[config.mk]
export PLATFORM = sky130hd
export DESIGN_NAME = uart_tx_framer
export DESIGN_NICKNAME = d
export VERILOG_FILES = /design/src/rtl/uart_tx_framer.sv
export SDC_FILE = /design/constraint.sdc
export NUM_CORES = 1
export LEC_CHECK = 0
export CORE_MARGIN = 10
export CORE_UTILIZATION = 35
export CTS_BUF_LIST = sky130_fd_sc_hd__clkbuf_16
export CTS_CLUSTER_DIAMETER = 60
export CTS_CLUSTER_SIZE = 40
export DETAILED_ROUTE_END_ITERATION = 8
export GPL_TIMING_DRIVEN = 0
export REMOVE_ABC_BUFFERS = 1
export SLEW_MARGIN = 20
export SYNTH_ARGS = -nofsm -noshare
export SYNTH_HDL_FRONTEND = slang
export SYNTH_SLANG_ARGS = --single-unit
[constraint.sdc]
create_clock -name i_clk -period 2.49 [get_ports i_clk]
set_clock_uncertainty 0.1 [all_clocks]
set_input_delay 0.249 -clock i_clk [delete_from_list [all_inputs] [get_ports i_clk]]
set_output_delay 0.249 -clock i_clk [all_outputs]
set_load 0.02 [all_outputs]
[src/rtl/uart_tx_framer.sv]
`default_nettype none
// ============================================================================
//  Module   : uart_tx_framer
//  Purpose  : UART transmitter with an input FIFO and configurable data width,
//             parity and stop bits. All outputs registered.
//  Revision : 1.0  initial release
// ============================================================================
module uart_tx_framer #(
    parameter int CLKS_PER_BIT = 10,
    parameter int DATA_BITS    = 8,
    parameter int PARITY       = 0,
    parameter int STOP_BITS    = 1,
    parameter int FIFO_DEPTH   = 4
) (
    input  logic                          i_clk,
    input  logic                          i_rst_n,
    input  logic [DATA_BITS-1:0]          i_data,
    input  logic                          i_data_valid,
    output logic                          o_fifo_full,
    output logic [$clog2(FIFO_DEPTH):0]   o_fifo_count,
    output logic                          o_overflow,
    output logic                          o_dataline,
    output logic                          o_busy,
    output logic                          o_send_complete
);

    localparam int                   c_PTR_W     = $clog2(FIFO_DEPTH);
    localparam int                   c_BAUD_W    = $clog2(CLKS_PER_BIT);
    localparam logic [c_PTR_W:0]     c_FULL      = (c_PTR_W+1)'(FIFO_DEPTH);
    localparam logic [c_BAUD_W-1:0]  c_BAUD_LAST = c_BAUD_W'(CLKS_PER_BIT-1);
    localparam logic [3:0]           c_LAST_DATA = 4'(DATA_BITS-1);
    localparam logic [3:0]           c_LAST_STOP = 4'(STOP_BITS-1);
    localparam logic                 c_HAS_PAR   = (PARITY != 0);
    localparam logic                 c_ODD_PAR   = (PARITY == 2);

    typedef enum logic [2:0] {
        S_IDLE   = 3'd0,
        S_START  = 3'd1,
        S_DATA   = 3'd2,
        S_PARITY = 3'd3,
        S_STOP   = 3'd4
    } state_t;

    logic [DATA_BITS-1:0] r_mem [FIFO_DEPTH];
    logic [c_PTR_W-1:0]   r_wr_ptr, r_rd_ptr;
    logic [c_PTR_W:0]     r_count, w_count_nxt;
    logic                 r_fifo_full, r_overflow;

    state_t               r_state;
    logic [c_BAUD_W-1:0]  r_baud;
    logic [3:0]           r_bit_idx;
    logic [DATA_BITS-1:0] r_shift;
    logic                 r_parity;
    logic                 r_dataline, r_busy, r_send_complete;

    logic                 w_push, w_pop, w_bit_end, w_last_stop, w_frame_end, w_line;
    logic [DATA_BITS-1:0] w_head;
    logic                 w_head_par;

    // Full comes from the registered count, so a same-cycle pop never frees a slot.
    assign w_push      = i_data_valid & ~r_fifo_full;
    assign w_bit_end   = (r_baud == c_BAUD_LAST);
    assign w_last_stop = (r_bit_idx == c_LAST_STOP);
    assign w_frame_end = (r_state == S_STOP) && w_bit_end && w_last_stop;
    assign w_pop       = (r_count != '0) && ((r_state == S_IDLE) || w_frame_end);
    assign w_head      = r_mem[r_rd_ptr];
    assign w_head_par  = (^w_head) ^ c_ODD_PAR;

    always_comb begin
        w_count_nxt = r_count;
        if (w_push && !w_pop) begin
            w_count_nxt = r_count + 1'b1;
        end else if (!w_push && w_pop) begin
            w_count_nxt = r_count - 1'b1;
        end
    end

    always_comb begin
        w_line = 1'b1;
        case (r_state)
            S_START:  w_line = 1'b0;
            S_DATA:   w_line = r_shift[0];
            S_PARITY: w_line = r_parity;
            default:  w_line = 1'b1;
        endcase
    end

    always_ff @(posedge i_clk) begin
        if (w_push) begin
            r_mem[r_wr_ptr] <= i_data;
        end
    end

    always_ff @(posedge i_clk or negedge i_rst_n) begin
        if (!i_rst_n) begin
            r_wr_ptr    <= '0;
            r_rd_ptr    <= '0;
            r_count     <= '0;
            r_fifo_full <= 1'b0;
            r_overflow  <= 1'b0;
        end else begin
            if (w_push) begin
                r_wr_ptr <= r_wr_ptr + 1'b1;
            end
            if (w_pop) begin
                r_rd_ptr <= r_rd_ptr + 1'b1;
            end
            r_count     <= w_count_nxt;
            r_fifo_full <= (w_count_nxt == c_FULL);
            r_overflow  <= i_data_valid & r_fifo_full;
        end
    end

    // Line, busy and completion are registered from the current state, so the
    // line trails the state by one cycle and all three stay mutually aligned.
    always_ff @(posedge i_clk or negedge i_rst_n) begin
        if (!i_rst_n) begin
            r_state         <= S_IDLE;
            r_baud          <= '0;
            r_bit_idx       <= '0;
            r_shift         <= '0;
            r_parity        <= 1'b0;
            r_dataline      <= 1'b1;
            r_busy          <= 1'b0;
            r_send_complete <= 1'b0;
        end else begin
            r_dataline      <= w_line;
            r_busy          <= (r_state != S_IDLE);
            r_send_complete <= w_frame_end;

            if ((r_state == S_IDLE) || w_bit_end) begin
                r_baud <= '0;
            end else begin
                r_baud <= r_baud + 1'b1;
            end

            case (r_state)
                S_IDLE: begin
                    if (w_pop) begin
                        r_shift   <= w_head;
                        r_parity  <= w_head_par;
                        r_bit_idx <= '0;
                        r_state   <= S_START;
                    end
                end
                S_START: begin
                    if (w_bit_end) begin
                        r_bit_idx <= '0;
                        r_state   <= S_DATA;
                    end
                end
                S_DATA: begin
                    if (w_bit_end) begin
                        r_shift <= {1'b0, r_shift[DATA_BITS-1:1]};
                        if (r_bit_idx == c_LAST_DATA) begin
                            r_bit_idx <= '0;
                            r_state   <= c_HAS_PAR ? S_PARITY : S_STOP;
                        end else begin
                            r_bit_idx <= r_bit_idx + 1'b1;
                        end
                    end
                end
                S_PARITY: begin
                    if (w_bit_end) begin
                        r_bit_idx <= '0;
                        r_state   <= S_STOP;
                    end
                end
                S_STOP: begin
                    if (w_bit_end) begin
                        if (!w_last_stop) begin
                            r_bit_idx <= r_bit_idx + 1'b1;
                        end else if (w_pop) begin
                            r_shift   <= w_head;
                            r_parity  <= w_head_par;
                            r_bit_idx <= '0;
                            r_state   <= S_START;
                        end else begin
                            r_state   <= S_IDLE;
                        end
                    end
                end
                default: r_state <= S_IDLE;
            endcase
        end
    end

    assign o_fifo_full     = r_fifo_full;
    assign o_fifo_count    = r_count;
    assign o_overflow      = r_overflow;
    assign o_dataline      = r_dataline;
    assign o_busy          = r_busy;
    assign o_send_complete = r_send_complete;

endmodule
`default_nettype wire

# ---- Word level (Yosys, flattened, before mapping)
# Memories as Yosys holds them, arrays and structs flattened.
# Index checks and enable logic that the tools add are counted.
dict set report classes {
  bitwise_logic 3
  n_addsub 6
  n_mux 31
  n_reduce_logical 22
  shifts 0
  multipliers 0
  n_lt_le_gt_ge 0
  n_eq_ne 15
  div_mod_pow 0
}
# operator n
set ops {}
lappend ops {{2-to-1 mux 8 bit} 4}
lappend ops {{2-to-1 mux 4 bit} 7}
lappend ops {{2-to-1 mux 3 bit} 9}
lappend ops {{one-hot mux 8 bit (3 select lines)} 1}
lappend ops {{one-hot mux 4 bit (4 select lines)} 1}
lappend ops {{one-hot mux 3 bit (5 select lines)} 1}
lappend ops {{!= test 2 bit, second input constant} 7}
lappend ops {{nonzero test 3 bit} 3}
lappend ops {{adder 4 x 1 -> 4 bit, second input constant} 2}
lappend ops {{AND reduction 4 bit} 2}
lappend ops {{XOR reduction 8 bit} 1}
lappend ops {{AND reduction 7 bit} 1}
lappend ops {{equality test 3 x 2 -> 1 bit, second input constant} 2}
lappend ops {{equality test 3 bit, second input constant} 2}
lappend ops {{2-to-1 mux 1 bit} 6}
lappend ops {{logical AND 1 bit} 5}
lappend ops {{adder 2 x 1 -> 2 bit, second input constant} 2}
lappend ops {{equality test 4 x 3 -> 1 bit, second input constant} 1}
lappend ops {{equality test 4 bit, second input constant} 1}
lappend ops {{logical NOT 4 bit} 1}
lappend ops {{nonzero test 4 bit} 1}
lappend ops {{adder 3 x 1 -> 3 bit, second input constant} 1}
lappend ops {{equality test 3 x 1 -> 1 bit, second input constant} 1}
lappend ops {{logical NOT 3 bit} 1}
lappend ops {{11 further kinds} 14}
dict set report word_totals {
  in_bits 11
  latch_bits 0
  mem_count 1
  mem_bits_rw 32
  output_inout_bits 8
  word_cells 91
  register_bits 32
  romBits 0
}
# memory depth word_bits read_ports rd_clocked_by_memory_dff write_ports line_no
set memory_table {}
lappend memory_table {r_mem 4 8 1 0 1 44} ;# logic [DATA_BITS-1:0] r_mem [FIFO_DEPTH];

# ---- Logic depth before layout (Yosys ltp)
# Gate-level depths: netlist of run 1.
dict set report depth {
  depth_word 9
  depth_mapped 8
  mapped_depth_nobuf 7
}

# ---- Least setup slack after synthesis of run 1
# No wires, ideal clock.
dict set report synth_timing {
  path_type {reg2reg}
  from {reg r_count[0], in the netlist o_fifo_count[0]}
  to {reg r_count[1], in the netlist o_fifo_count[1]}
  setup_slack_ps 206
  required_time_ps 2308
  arrival_time_ps 2102
  stages_incl_launch_ff 9
  setup_time_ps 82
  synth_period_minus_slack_ps 2284
  n_path_buf 1
  path_cell_list {dfrtp_1 inv_1 ha_1 ha_1 or3_1 or2_4 buf_6 maj3_2 o22ai_1}
}
dict set report synth_between {
  elab_chain_len 5
  elab_cells_between_ends 9
  cone_classes {add/sub: 2; mux: 2; reduce/logical: 5}
}
# element line_no
set synth_lines {}
lappend synth_lines {{start, declared} 46} ;# logic [c_PTR_W:0] r_count, w_count_nxt;
lappend synth_lines {{start signal, assigned} 108} ;# r_count <= w_count_nxt;
lappend synth_lines {{parallel branches: the longest is 4 deep, another holds subtractor 3 x 1 -> 3 bit} n/a}
lappend synth_lines {{2-to-1 mux 3 bit *} 71} ;# if (w_push && !w_pop) begin
lappend synth_lines {{via w_count_nxt[1]} 46}
# Mark *: on every way through the listed nets, which the timed path passes.
# A chain may end at the register's enable or synchronous reset.

# ---- Worst setup path in the final report of run 1
dict set report layout_timing {
  from {reg r_bit_idx[0]}
  to {reg r_shift[2]}
}
dict set report layout_between {
  elab_chain_len 8
  elab_cells_between_ends 10
  cone_classes {eq/ne: 1; mux: 4; reduce/logical: 5}
}
# element line_no
set layout_lines {}
lappend layout_lines {{start, declared} 51} ;# logic [3:0] r_bit_idx;
lappend layout_lines {{start signal, assigned} 159} ;# r_bit_idx <= r_bit_idx + 1'b1;
lappend layout_lines {{start signal, assigned} 172} ;# r_bit_idx <= r_bit_idx + 1'b1;
lappend layout_lines {{logical NOT 4 bit *} 63} ;# assign w_last_stop = (r_bit_idx == c_LAST_STOP);
lappend layout_lines {{logical AND 1 bit} 64} ;# assign w_frame_end = (r_state == S_STOP) && w_bit_end && w_last_stop;
lappend layout_lines {{logical OR 1 bit} 65} ;# assign w_pop = (r_count != '0) && ((r_state == S_IDLE) || w_frame_end);
lappend layout_lines {{logical AND 1 bit} 65}
lappend layout_lines {{2-to-1 mux 8 bit (3 in a row)} n/a}
lappend layout_lines {{one-hot mux 8 bit (3 select lines)} n/a}
lappend layout_lines {{end signal, assigned} 140} ;# r_shift <= w_head;
lappend layout_lines {{end signal, assigned} 154} ;# r_shift <= {1'b0, r_shift[DATA_BITS-1:1]};
lappend layout_lines {{end signal, assigned} 174} ;# r_shift <= w_head;
lappend layout_lines {{end, declared} 52} ;# logic [DATA_BITS-1:0] r_shift;
# Every way passes the cells marked *; elsewhere a longest branch is shown, timed or not. The select of a mux whose other input is x is not followed.

==> results of run 1 <==
[layout by cell type (no fill, tap or decap), types with 2 or more instances in the layout]
cell type,synthesis,final
inv_1,10,10
xnor2_1,13,13
nor3_1,2,2
nand3b_1,2,2
nor2b_1,3,3
edfxtp_1,32,32
nand3_1,2,2
mux4_2,8,8
ha_1,11,11
nor2_1,14,14
a21oi_1,5,5
a32o_1,2,2
o21ai_0,8,8
o21a_1,2,2
clkbuf_16,0,9
mux2_2,18,18
clkdlybuf4s50_1,0,17
clkinv_4,0,3
bufinv_16,0,2
xor2_1,5,5
or3_1,2,2
and2_1,6,6
nand2_1,9,9
dfrtp_1,31,31
[routing by layer]
metal | share of wire | up-vias | routed length (um)
li1 | - | 822 | -
met1 | 0.46 | 829 | 2290
met2 | 0.49 | 18 | 2480
met3 | 0.024 | 9 | 122
met4 | 0.025 | 0 | 123
met5 | 0 | - | 0
[metrics by stage]
stage | hold slack (ns) | area (um^2) | util
after floorplan | -0.147 | 2940 | -
after global placement | 0.384 | 3250 | 0.393
after detailed placement | 0.00551 | 3260 | 0.395
after CTS | 0.216 | 3600 | 0.436
after global routing | 0.223 | 3620 | 0.438
final | 0.209 | 3620 | 0.438
[sequential cells by signal, summed over array words and instances, names as in the netlist]
register and cells:
r_shift 8, r_rd_ptr 2, r_state 3, o_fifo_full 1, r_baud 4, r_mem 32
o_fifo_count 3, r_parity 1, r_wr_ptr 2, o_send_complete 1, r_bit_idx 4, o_dataline 1
o_overflow 1, o_busy 1
[power groups by stage]
stage                     Sequential, mW  Clock (mW)  Combinational, mW
after floorplan                     1.40           0              0.385
after global placement              1.37           0              0.621
after detailed placement            1.38           0              0.636
after CTS                           1.36        1.39              0.639
after global routing                1.37        1.44              0.703
final                               1.35        1.35              0.624
[worst register-to-register path, cell delays in order, from the launching register on]
cell	delay, ns
dfrtp_1	0.41
inv_1	0.07
ha_1	0.14
or3b_4	0.41
o21a_1	0.21
o32a_1	0.34
nor2_4	0.21
mux2_2	0.36
[repair_timing]
item,CTS,global route
hold buffers,1,0
buffers inserted,0,1
hold endpoints to repair,31,0
setup endpoints to repair,0,5
gates resized for setup,0,1
[final timing paths]
| path | start | end | slack (ns) | cells after the start |
|---|---|---|---|---|
| setup / recovery | r_bit_idx[0]$_DFFE_PN0P_ | r_shift[2]$_DFFE_PN0P_ | 0.15 | 7 |
| hold / removal | i_rst_n | r_shift[5]$_DFFE_PN0P_ | 0.21 | 2 |
| setup reg to reg | r_bit_idx[0]$_DFFE_PN0P_ | r_shift[2]$_DFFE_PN0P_ | 0.15 | 7 |
| hold reg to reg | r_baud[0]$_DFF_PN0_ | r_baud[0]$_DFF_PN0_ | 0.40 | 1 |
| max in group asynchronous | i_rst_n | o_dataline$_DFF_PN1_ | 1.63 | 3 |
| min in group i_clk | r_baud[0]$_DFF_PN0_ | r_baud[0]$_DFF_PN0_ | 0.40 | 1 |
[kinds of logic (layout without fill, tap and decap cells)]
family | after synthesis | after routing | share of synthesized area
and+or+nand+nor | 48 | 48 | 0.0858
xor gates and xnor gates | 18 | 18 | 0.0530
muxes | 26 | 26 | 0.129
AOI/OAI and AO/OA | 28 | 28 | 0.0643
adders and majority gates | 12 | 12 | 0.0500
DFF | 64 | 64 | 0.593
buffers and inverters | 18 | 47 | 0.0257
[cell type report]
| cell class | count | area [um^2] | area share |
|---|---|---|---|
| clock inverter | 7 | 105 | 0.0291 |
| inverter | 10 | 37.5 | 0.0104 |
| multi-input combinational | 132 | 1140 | 0.316 |
| sequential | 64 | 1760 | 0.487 |
| clock buffer | 9 | 225 | 0.0623 |
| timing repair buffer | 21 | 213 | 0.0588 |
| tap | 105 | 131 | 0.0363 |
==> impl_metrics.json, run 1 <==
{
  "worstPathMaxFanout": 7,
  "maxCapViolCount": 0,
  "tns_ns": 0,
  "ys.flop_type": "edfxtp_1",
  "htreeDepth": 3,
  "clkTransAtPathRegs_ns": 0.06,
  "hold_viol": 0,
  "relSlewSlack": 0.346,
  "routedWlPerCell_um": 14.4,
  "p_leak_nw": 1.42,
  "grt_util_met3": 0.0245,
  "internal-power_mw": 2.45,
  "postSynth.asyncResetShare": 0.500,
  "fin_cells": 348,
  "setup_violations": 0,
  "cts_buffers": 9,
  "drive_gt1_frac": 0.218,
  "cts_buffer_depth": 2,
  "cp.arrival_ns": 2.45,
  "worst_slack_ns": 0.146,
  "yosysTopAreaCell": "edfxtp_1",
  "place_inst": 330,
  "ys_top_cells_by_area": "edfxtp_1, dfrtp_1, mux2_2",
  "synth-edff-count": 32,
  "crit_path_cell_trace": "inv_1, ha_1, or3b_4, o21a_1, o32a_1, nor2_4, mux2_2",
  "rows": 33,
  "met1_usage": 0.103,
  "slowest_stage": "dfrtp_1",
  "place.port_buffers": 18,
  "place.gp.congestion": 0.750,
  "grt_usage": 0.0869,
  "worst-setup-path-type": "reg2reg",
  "p_per_area_nw_per_um2": 921,
  "gr-total-overflow": 0,
  "ys_ff_latch": 64,
  "tightest_slew_ns": 0.979,
  "area_growth_pct": 21.6,
  "grt_max_degree": 27,
  "grt_pass1_wl_mm": 8.79,
  "worstPathRequired_ns": 2.60,
  "busiest_layer": "met2",
  "num-nets-final": 260,
  "clk_latency_ns": 0.32,
  "dpl.hpwl_mm": 3.42,
  "combPwrFrac": 0.187,
  "firstDrtPassIters": 4,
  "clockRootBuffer": "clkbuf_16",
  "syn_area_um2": 2980,
  "status": "finished clean",
  "synth_top_area_frac": 0.323,
  "seqPwrFrac": 0.406,
  "end_kind": "flop",
  "netlist_top_cells_count": "edfxtp_1, dfrtp_1, mux2_2",
  "drtIter0Drc": 58,
  "cp_slowest_stage_delay_ns": 0.41,
  "clock_sinks": 64,
  "core-area_um2": 8260,
  "avgSynthCellArea_um2": 13.9,
  "use_met2": 0.134,
  "grt_pass1_vias": 1808,
  "finalCriticalPeriod_ns": 2.34,
  "yosysSeqAreaShare": 0.593,
  "cp_num_buf_inv": 1,
  "clkPwrFrac": 0.406,
  "start_kind": "flop",
  "ir_drop_uv": 425,
  "die-height_um": 112,
  "pre_cts_ws_ns": -0.0139,
  "report.power.total_mw": 3.33,
  "crit_family": "simple AND/OR/NAND/NOR gates",
  "dieArea_um2": 12600,
  "diodes": 0,
  "ioPinCount": 19,
  "rsz0062_at_grt": "no",
  "hold_class": "in2async",
  "switching_share": 0.264,
  "synth.distinct_cells": 45,
  "drt-total-wl_mm": 5.02,
  "drtAntennaViolNets": 0,
  "yosysMostFrequentCell": "edfxtp_1",
  "cts_tree": "done",
  "antenna_found_initial": 0,
  "dieWidth_um": 112,
  "vias": 1678,
  "start_util": 0.360,
  "synthCells": 214,
  "fmax_ghz": 0.427,
  "min_period_over_period": 0.941,
  "p_switching_uw": 880,
  "post-route-drc-count": 0,
  "yosysWarnings": 0,
  "vias_per_cell": 4.82,
  "nFillCells": 776,
  "drv_slew": 0
}
(Power assumes the default switching activity.)
==> inputs of run 2 (changes only) <==
CORE_ASPECT_RATIO = 1.4   (was not set)
CORE_UTILIZATION = 55   (was 35)
PLACE_DENSITY = 0.75   (was not set)
SLEW_MARGIN = not set   (was 20)
==> run 2 against run 1 <==
Effect of this change: sequential share of layout area grew 1.3 points; utilization grew 24 points; first-iteration DRC count grew 79%; combinational power shrank 2%; clock power is essentially flat; via count grew 1.1%; final cell count shrank 12%; setup slack lost 0.049 ns; hold slack gained 0.18 ns; critical path type unchanged; maximum frequency shrank 2.0%; final area shrank 2.5%; flip-flop and latch count is the same.
==> impl_metrics.json, run 2 (synthesized netlist as in run 1, its figures left out) <==
{
  "layout_common_cells": "edfxtp_1, dfrtp_1, mux2_2",
  "met1Wirelength_mm": 1.93,
  "maxCapViolCount": 0,
  "seqPwrFrac": 0.411,
  "vias": 1697,
  "cp_slowest_stage_delay_ns": 0.41,
  "slowest_stage": "dfrtp_1",
  "clk_latency_ns": 0.33,
  "start_util": 0.572,
  "num-nets-final": 258,
  "hold_slack_ns": 0.390,
  "place.gp.congestion": 0.747,
  "cts_buffer_depth": 2,
  "final_common_cell": "edfxtp_1",
  "crit_path_cell_trace": "inv_1, ha_1, or3b_4, o21a_1, o32a_1, nor2_4, mux2_2",
  "worstPathRequired_ns": 2.59,
  "routed.top_layer": "met4",
  "die-height_um": 107,
  "largest_reg_flops": 32,
  "dpl.hpwl_mm": 3.38,
  "reg.largest.list": "r_mem: 32 flops, r_shift: 8 flops",
  "worst-setup-path-type": "reg2reg",
  "clkPwrFrac": 0.402,
  "internal-power_mw": 2.44,
  "drtIter0Drc": 104,
  "area_growth_pct": 18.5,
  "cp_num_buf_inv": 1,
  "place.port_buffers": 18,
  "nFillCells": 392,
  "route.met2.wl_mm": 2.61,
  "min_period_over_period": 0.961,
  "rows": 31,
  "ff2ff_setup_slack_ns": 0.1,
  "clkTransAtPathRegs_ns": 0.05,
  "switching_share": 0.259,
  "diodes": 0,
  "rsz0062_at_grt": "no",
  "ir_drop_uv": 720,
  "status": "finished clean",
  "finalCriticalPeriod_ns": 2.39,
  "p_leak_nw": 1.40,
  "hold_viol": 0,
  "dieWidth_um": 82.2,
  "antenna_found_initial": 0,
  "vias_per_cell": 5.53,
  "tightest_slew_ns": 0.937,
  "worst_slack_ns": 0.0972,
  "cp.arrival_ns": 2.49,
  "combPwrFrac": 0.187,
  "gr-total-overflow": 0,
  "relSlewSlack": 0.374,
  "end_kind": "flop",
  "dieArea_um2": 8790,
  "cts_buffers": 9,
  "p_per_area_nw_per_um2": 933,
  "grt_pass1_vias": 1744,
  "drtAntennaViolNets": 0,
  "p_switching_uw": 852,
  "drt-total-wl_mm": 4.87,
  "core-area_um2": 5200,
  "htreeDepth": 3,
  "wl_met3_um": 231,
  "pre_cts_ws_ns": -0.00440,
  "setup_violations": 0,
  "routedWlPerCell_um": 15.9,
  "regMostFlops": "r_mem",
  "grt_pass1_wl_mm": 8.51,
  "crit_family": "simple AND/OR/NAND/NOR gates",
  "drive_gt1_frac": 0.203,
  "clock_sinks": 64,
  "post-route-drc-count": 0,
  "clockRootBuffer": "clkbuf_16",
  "ioPinCount": 19,
  "fmax_ghz": 0.418,
  "drv_slew": 0,
  "post_cts_buffers": 0,
  "start_kind": "flop",
  "cts_tree": "done",
  "grt_usage": 0.128,
  "grt_max_degree": 33,
  "worstPathMaxFanout": 7,
  "firstDrtPassIters": 4,
  "hold_class": "reg2reg"
}
==> run 2: metal layers <==
metal | vias up | track usage
met5 | - | 0
met4 | 0 | 0.0598
met3 | 11 | 0.0510
met2 | 24 | 0.206
met1 | 841 | 0.144
li1 | 821 | -
==> run 2: path summary, 6_finish.rpt <==
| check | startpoint | endpoint | cells past startpoint |
|---|---|---|---|
| max | r_bit_idx[0]$_DFFE_PN0P_ | r_shift[0]$_DFFE_PN0P_ | 7 |
| min | r_parity$_DFFE_PN0P_ | r_parity$_DFFE_PN0P_ | 2 |
| max reg2reg | r_bit_idx[0]$_DFFE_PN0P_ | r_shift[0]$_DFFE_PN0P_ | 7 |
| min reg2reg | r_parity$_DFFE_PN0P_ | r_parity$_DFFE_PN0P_ | 2 |
| max in group asynchronous | i_rst_n | o_fifo_count[0]$_DFF_PN0_ | 2 |
| min in group asynchronous | i_rst_n | o_busy$_DFF_PN0_ | 2 |
==> run 2: worst min-delay path, cell delays in order, from the launching register on <==
cell     delay, ns
dfrtp_1       0.34
nand2_1       0.05
o21ai_0       0.06
==> run 2: area by class of cell <==
type,count,area (um^2),area share
clock buffer,9,225,0.0639
clock inverter,7,96.3,0.0273
inverter,10,37.5,0.0106
multi-input combinational,132,1140,0.322
sequential,64,1760,0.500
tap,66,82.6,0.0234
timing repair buffer,19,185,0.0525
==> run 2: metrics by stage <==
stage	area [um^2]	util	power (mW)	TNS [ns]	cells
final	3530	0.678	3.29	0	307
after global routing	3530	0.678	3.47	0	307
after CTS	3530	0.678	3.34	0	307
after detailed placement	3190	0.615	2.00	-0.0308	290
after global placement	3200	0.616	1.98	0	290
after floorplan	2940	-	1.78	0	206
==> run 2: power groups by stage <==
stage	logic [mW]	clock network, mW	registers [mW]
floorplan	0.385	0	1.40
global placement	0.612	0	1.37
detailed placement	0.626	0	1.38
CTS	0.632	1.35	1.35
global route	0.696	1.40	1.37
finish	0.614	1.32	1.35
==> run 2: what timing repair did <==
item                                   4_1_cts  5_1_grt
setup endpoints to repair                    0        0
endpoints found under the hold margin       31        0
resized for setup                            0        0
hold buffers                                 1        0
